**src/rtl/spi_endpoint_router.sv**
```systemverilog
// -----------------------------------------------------------------------------
// spi_endpoint_router
//
// Routes the SPI stack's request stream to one of num_ends endpoints and
// merges the endpoint responses back into a single stream for the stack.
//
// Request path : a one-entry pipe buffer captures {dest, payload}. The payload
//                is broadcast to every endpoint, and ep_req_val is one-hot on
//                the buffered destination. A stalled target stalls all
//                requests (head-of-line blocking, no reordering).
// Response path: a round-robin arbiter picks one valid endpoint per cycle
//                into a one-entry buffer. The response is tagged with the
//                source id in the top addr_nbits bits.
//
// Ports
//   clk          clock
//   reset        synchronous, active-high reset
//   recv_val     upstream request valid
//   recv_msg     upstream request {dest, payload}
//   recv_rdy     upstream request ready (combinational)
//   send_val     upstream response valid (registered)
//   send_msg     upstream response {src_id, payload} (registered)
//   send_rdy     upstream response ready
//   ep_req_val   per-endpoint request valid, one-hot or zero (registered)
//   ep_req_msg   request payload broadcast to all endpoints (registered)
//   ep_req_rdy   per-endpoint request ready
//   ep_resp_val  per-endpoint response valid
//   ep_resp_msg  packed endpoint responses, endpoint i at [i*P +: P]
//   ep_resp_rdy  per-endpoint response ready, one-hot or zero (combinational)
//
// num_ends must equal 2**addr_nbits: the id arithmetic wraps on its own width.
// -----------------------------------------------------------------------------
module spi_endpoint_router #(
   parameter int nbits      = 32,
   parameter int addr_nbits = 2,
   parameter int num_ends   = 4
) (
   input  logic                                    clk,
   input  logic                                    reset,
   input  logic                                    recv_val,
   input  logic [nbits-1:0]                        recv_msg,
   output logic                                    recv_rdy,
   output logic                                    send_val,
   output logic [nbits-1:0]                        send_msg,
   input  logic                                    send_rdy,
   output logic [num_ends-1:0]                     ep_req_val,
   output logic [nbits-addr_nbits-1:0]             ep_req_msg,
   input  logic [num_ends-1:0]                     ep_req_rdy,
   input  logic [num_ends-1:0]                     ep_resp_val,
   input  logic [num_ends*(nbits-addr_nbits)-1:0]  ep_resp_msg,
   output logic [num_ends-1:0]                     ep_resp_rdy
);

   localparam int P = nbits - addr_nbits;

   // ---------------------------------------------------------------------------
   // Request path
   // ---------------------------------------------------------------------------
   logic                  req_full;
   logic [addr_nbits-1:0] dest_buf;
   logic [P-1:0]          payload_buf;
   logic                  req_drain;
   logic                  req_fire;

   assign req_drain = req_full && ep_req_rdy[dest_buf];

   // The buffer can refill in the same cycle its current entry drains.
   // Reset masks ready, so no handshake completes during reset.
   assign recv_rdy  = !reset && (!req_full || ep_req_rdy[dest_buf]);
   assign req_fire  = recv_val && recv_rdy;

   always_ff @(posedge clk) begin
      // NOTE: sequential state uses non-blocking assignments so every flop
      // samples pre-edge values, independent of the order of the blocks.
      if (reset) begin
         req_full <= 1'b0;
      end else if (req_fire) begin
         req_full <= 1'b1;
      end else if (req_drain) begin
         req_full <= 1'b0;
      end
   end

   // NOTE: data registers are not reset. The full flag qualifies them, so
   // their content after reset is never observed as valid.
   always_ff @(posedge clk) begin
      if (req_fire) begin
         dest_buf    <= recv_msg[nbits-1 -: addr_nbits];
         payload_buf <= recv_msg[P-1:0];
      end
   end

   always_comb begin
      // NOTE: every output of a combinational block gets a default first, so
      // no path leaves it unassigned and no latch is inferred.
      ep_req_val = '0;
      for (int i = 0; i < num_ends; i++) begin
         ep_req_val[i] = req_full && (dest_buf == addr_nbits'(i));
      end
   end

   assign ep_req_msg = payload_buf;

   // ---------------------------------------------------------------------------
   // Response path
   // ---------------------------------------------------------------------------
   logic                  resp_full;
   logic [nbits-1:0]      resp_buf;
   logic [addr_nbits-1:0] rr_ptr;
   logic [addr_nbits-1:0] grant;
   logic [P-1:0]          grant_msg;
   logic                  any_val;
   logic                  arb_en;
   logic                  resp_fire;

   assign any_val   = |ep_resp_val;
   assign arb_en    = !resp_full || send_rdy;
   assign resp_fire = !reset && arb_en && any_val;

   // Round-robin search starting at rr_ptr. The index is addr_nbits wide, so
   // rr_ptr + k wraps modulo num_ends without an explicit modulo.
   always_comb begin
      logic [addr_nbits-1:0] idx;
      logic                  found;
      grant = '0;
      idx   = '0;
      found = 1'b0;
      for (int k = 0; k < num_ends; k++) begin
         idx = rr_ptr + addr_nbits'(k);
         if (!found && ep_resp_val[idx]) begin
            grant = idx;
            found = 1'b1;
         end
      end
   end

   assign grant_msg = ep_resp_msg[int'(grant)*P +: P];

   always_comb begin
      ep_resp_rdy = '0;
      for (int i = 0; i < num_ends; i++) begin
         ep_resp_rdy[i] = resp_fire && (grant == addr_nbits'(i));
      end
   end

   // The pointer moves only on a completed grant. It lands one past the
   // winner, so the winner has the lowest priority next time.
   always_ff @(posedge clk) begin
      if (reset) begin
         resp_full <= 1'b0;
         rr_ptr    <= '0;
      end else if (resp_fire) begin
         resp_full <= 1'b1;
         rr_ptr    <= grant + addr_nbits'(1);
      end else if (send_rdy) begin
         resp_full <= 1'b0;
      end
   end

   always_ff @(posedge clk) begin
      if (resp_fire) begin
         resp_buf <= {grant, grant_msg};
      end
   end

   assign send_val = resp_full;
   assign send_msg = resp_buf;

endmodule

```
**config.mk**
```make
export PLATFORM = sky130hd
export DESIGN_NAME = spi_endpoint_router
export DESIGN_NICKNAME = d
export VERILOG_FILES = /design/src/rtl/spi_endpoint_router.sv
export SDC_FILE = /design/constraint.sdc
export NUM_CORES = 1
export LEC_CHECK = 0
export CAP_MARGIN = 20
export CORE_ASPECT_RATIO = 2
export CORE_MARGIN = 2
export CORE_UTILIZATION = 35
export CTS_CLUSTER_DIAMETER = 30
export DETAILED_ROUTE_END_ITERATION = 12
export PLACE_DENSITY = 0.8
export SKIP_CTS_REPAIR_TIMING = 1
export SYNTH_ARGS = -nofsm -noshare
export SYNTH_HDL_FRONTEND = slang
export SYNTH_SLANG_ARGS = --single-unit
```
**constraint.sdc**
```tcl
create_clock -name clk -period 5.5 [get_ports clk]
set_input_delay 1.375 -clock clk [delete_from_list [all_inputs] [get_ports clk]]
set_output_delay 1.375 -clock clk [all_outputs]
set_load 0.03 [all_outputs]
```
==> reports/results.txt <==
DIE HEIGHT: 140.3 um
Crit end category: output port
Setup WS pre-CTS: 0.2985 ns
TritonCTS clock tree: built
Worst-Margin Slew: 0.9336 ns
Setup TNS: 0 ns
RSZ-0062 raised after global routing: false
Post-Synthesis Cells: 209
Netlist cell types: 28
FF+latch area: 2002 um^2
DP HPWL: 7.903 mm
Max-cap violations: 0
Logic pwr share: 28.8%
Antenna violations before repair: 0
Synthesized area per cell: 15.55 um^2
Site Rows: 49
Final setup vio count: 0
Synth top area share: 59.15%
Relative slew slack: 37.61%
Hold Path Sink: rr_ptr[0]$_SDFFE_PP0P_
Switching power total: 454.4 uW
CTS Buffer Depth: 2
Area contributors post-synth: edfxtp_1, mux2i_1, dfxtp_1
Routed len/inst: 17.66 um
Clock sink total: 68
H-tree depth: 3
Number of synthesized flops with an enable pin: 64
Initial DRT Pass Iterations: 4
DIE WIDTH: 72.13 um
Worst Reg-to-Reg Cells: 6
Worst hold stages: 2
Sequential power share: 36.3%
P per Cell Area: 295.2 nW/um^2
Largest net degree at the start of global routing: 52
Hold path startpoint: rr_ptr[0]$_SDFFE_PP0P_
Achievable Freq: 194.4 MHz
Setup slack after layout: 0.3572 ns
YS warnings: 0
Worst r2r src: rr_ptr[0]$_SDFFE_PP0P_
Nets: 611
Tmin final: 5.143 ns
Tcrit/Tclk final: 93.51%
Critical path fanouts, max: 34
Commonest register cell after synthesis: edfxtp_1
Clk pwr share: 34.9%
Sequential share of the synthesized area: 61.61%
Iteration-0 DRC Markers: 119
Post-synthesis net count: 373
Cell Int Power: 1320 uW
Die area: 10,120 um^2
HP Class: flop to flop
Gr usage total: 19.79%
Gpl congestion: 0.8355
DRT antenna net count: 0
Count leader, synth: mux2i_1
Final hold violations: 0
DRC: 0
Cells after DPL: 538
Filler Cell Count: 697
Vias in the first global route: 2,917
First-pass GRT wire length: 14.86 mm
Synth-to-layout area growth: 84.94%
Clock latency at the later pin of the worst-skew pair: 0.32 ns
Total routed wirelength: 9.781 mm
CTS buffer count: 9
Async set-reset flop share out of synthesis: 0%
Yosys reg bits: 68
Leakage power: 0.002397 uW
Fraction of layout cells with a size suffix above 1: 5.310%
Post-layout util: 66.68%
R2r setup slk: 3.12 ns
Multi-input gate area: 1150 um^2
Critical path type: input port to output port
Status: finished, final reports clean
Synth Cell Area: 3249 um^2
Clock transition at path regs: 0.06 ns
Slew Viols, Final: 0
Synth area leader: edfxtp_1
Antenna cells: 0
Sw Ratio: 25.62%
Io pins: 236
Startpoint Class: input port
R2R Path End: send_msg[23]$_DFFE_PP_
Peak supply drop: 0.1552 mV
Post-route insts no fill: 554
CP Data Required Time: 4.12 ns
Clk_skew: 0.004952 ns
Port buffer count: 235
Grt ovf: 0
Critical Path AT: 3.77 ns
Core area: 9012 um^2
Synth cell count leaders: mux2i_1, edfxtp_1, nor2_1
DR vias/cell: 4.881
Root buf cell: clkbuf_16
Vias: 2,704
Initial Util: 36.05%
Power, Total: 1774 uW
[sequential cells by signal (all words and copies together) (netlist names)]
name / flops
dest_buf: 2
ep_req_msg: 30
req_full: 1
rr_ptr: 2
send_msg: 32
send_val: 1
[per-stage QoR]
step / area, um^2 / hold WS (ns)
finish: 6010 / 0.5509
CTS: 6010 / 0.5502
floorplan: 3249 / 0.4723
global route: 6010 / 0.6107
detailed placement: 5680 / 0.5267
global placement: 5680 / 0.5019
[layout by cell type (no fill, tap or decap), types with 2 or more instances in the layout]
master	Yosys	final
clkdlybuf4s50_1	0	235
mux2i_1	90	90
edfxtp_1	64	64
clkbuf_16	0	9
nor2_1	7	6
inv_1	4	4
a21oi_1	4	4
buf_4	0	4
dfxtp_1	4	4
nand2b_1	3	3
and3_1	3	3
nor4_1	2	2
bufinv_16	0	2
clkbuf_1	1	2
clkbuf_8	0	2
[power groups by stage]
stage                     registers [uW]  logic [uW]  clock network, uW
after floorplan                      733         208                  0
after global placement               652         506                  0
after detailed placement             655         516                  0
after CTS                            645         517                635
after global routing                 648         543                655
final                                644         511                619
[cell families (layout without fill, tap and decap cells)]
family                 after synthesis  after routing  synth area share, %
buffers and inverters               17            260                3.542
multiplexers                        91             91                28.42
AO/OA/AOI/OAI                       12             12                2.812
XOR/XNOR                             1              1               0.2696
AND/OR/NAND/NOR                     20             20                3.350
flip-flops                          68             68                61.61
[worst max path at each step]
stage,from,to,slack [ns],cells past startpoint
floorplan,send_rdy,ep_resp_rdy[2],0.56,4
global placement,send_rdy,ep_resp_rdy[3],0.34,6
detailed placement,ep_resp_val[1],ep_resp_rdy[2],0.30,5
CTS,send_rdy,ep_resp_rdy[2],0.30,6
global route,ep_resp_val[1],ep_resp_rdy[3],0.19,5
finish,send_rdy,ep_resp_rdy[2],0.36,6
[cell type report]
class | instances | share of cell area (%)
timing repair buffer | 239 | 39.64
clock buffer | 13 | 4.331
clock inverter | 3 | 1.145
sequential | 68 | 33.31
tap | 102 | 2.124
multi-input combinational | 124 | 19.13
inverter | 5 | 0.3123
[routing by layer]
| layer | GRT usage [%] | wire (um) | share of wire (%) | up-vias |
|---|---|---|---|---|
| met2 | 36.50 | 5549 | 57 | 162 |
| li1 | - | - | - | 1289 |
| met4 | 11.12 | 402 | 4.1 | 0 |
| met1 | 18.29 | 3101 | 32 | 1226 |
| met5 | 0 | 0 | 0 | - |
| met3 | 6.187 | 727 | 7.4 | 27 |
[worst max-delay path: stages]
cell and delay, ns:
clkdlybuf4s50_1 0.45, nand2b_1 0.14, o41ai_2 0.12, nor2_4 0.72, and3_1 0.28, clkdlybuf4s50_1 0.67
Note: power is estimated with default switching activity, not from simulation.
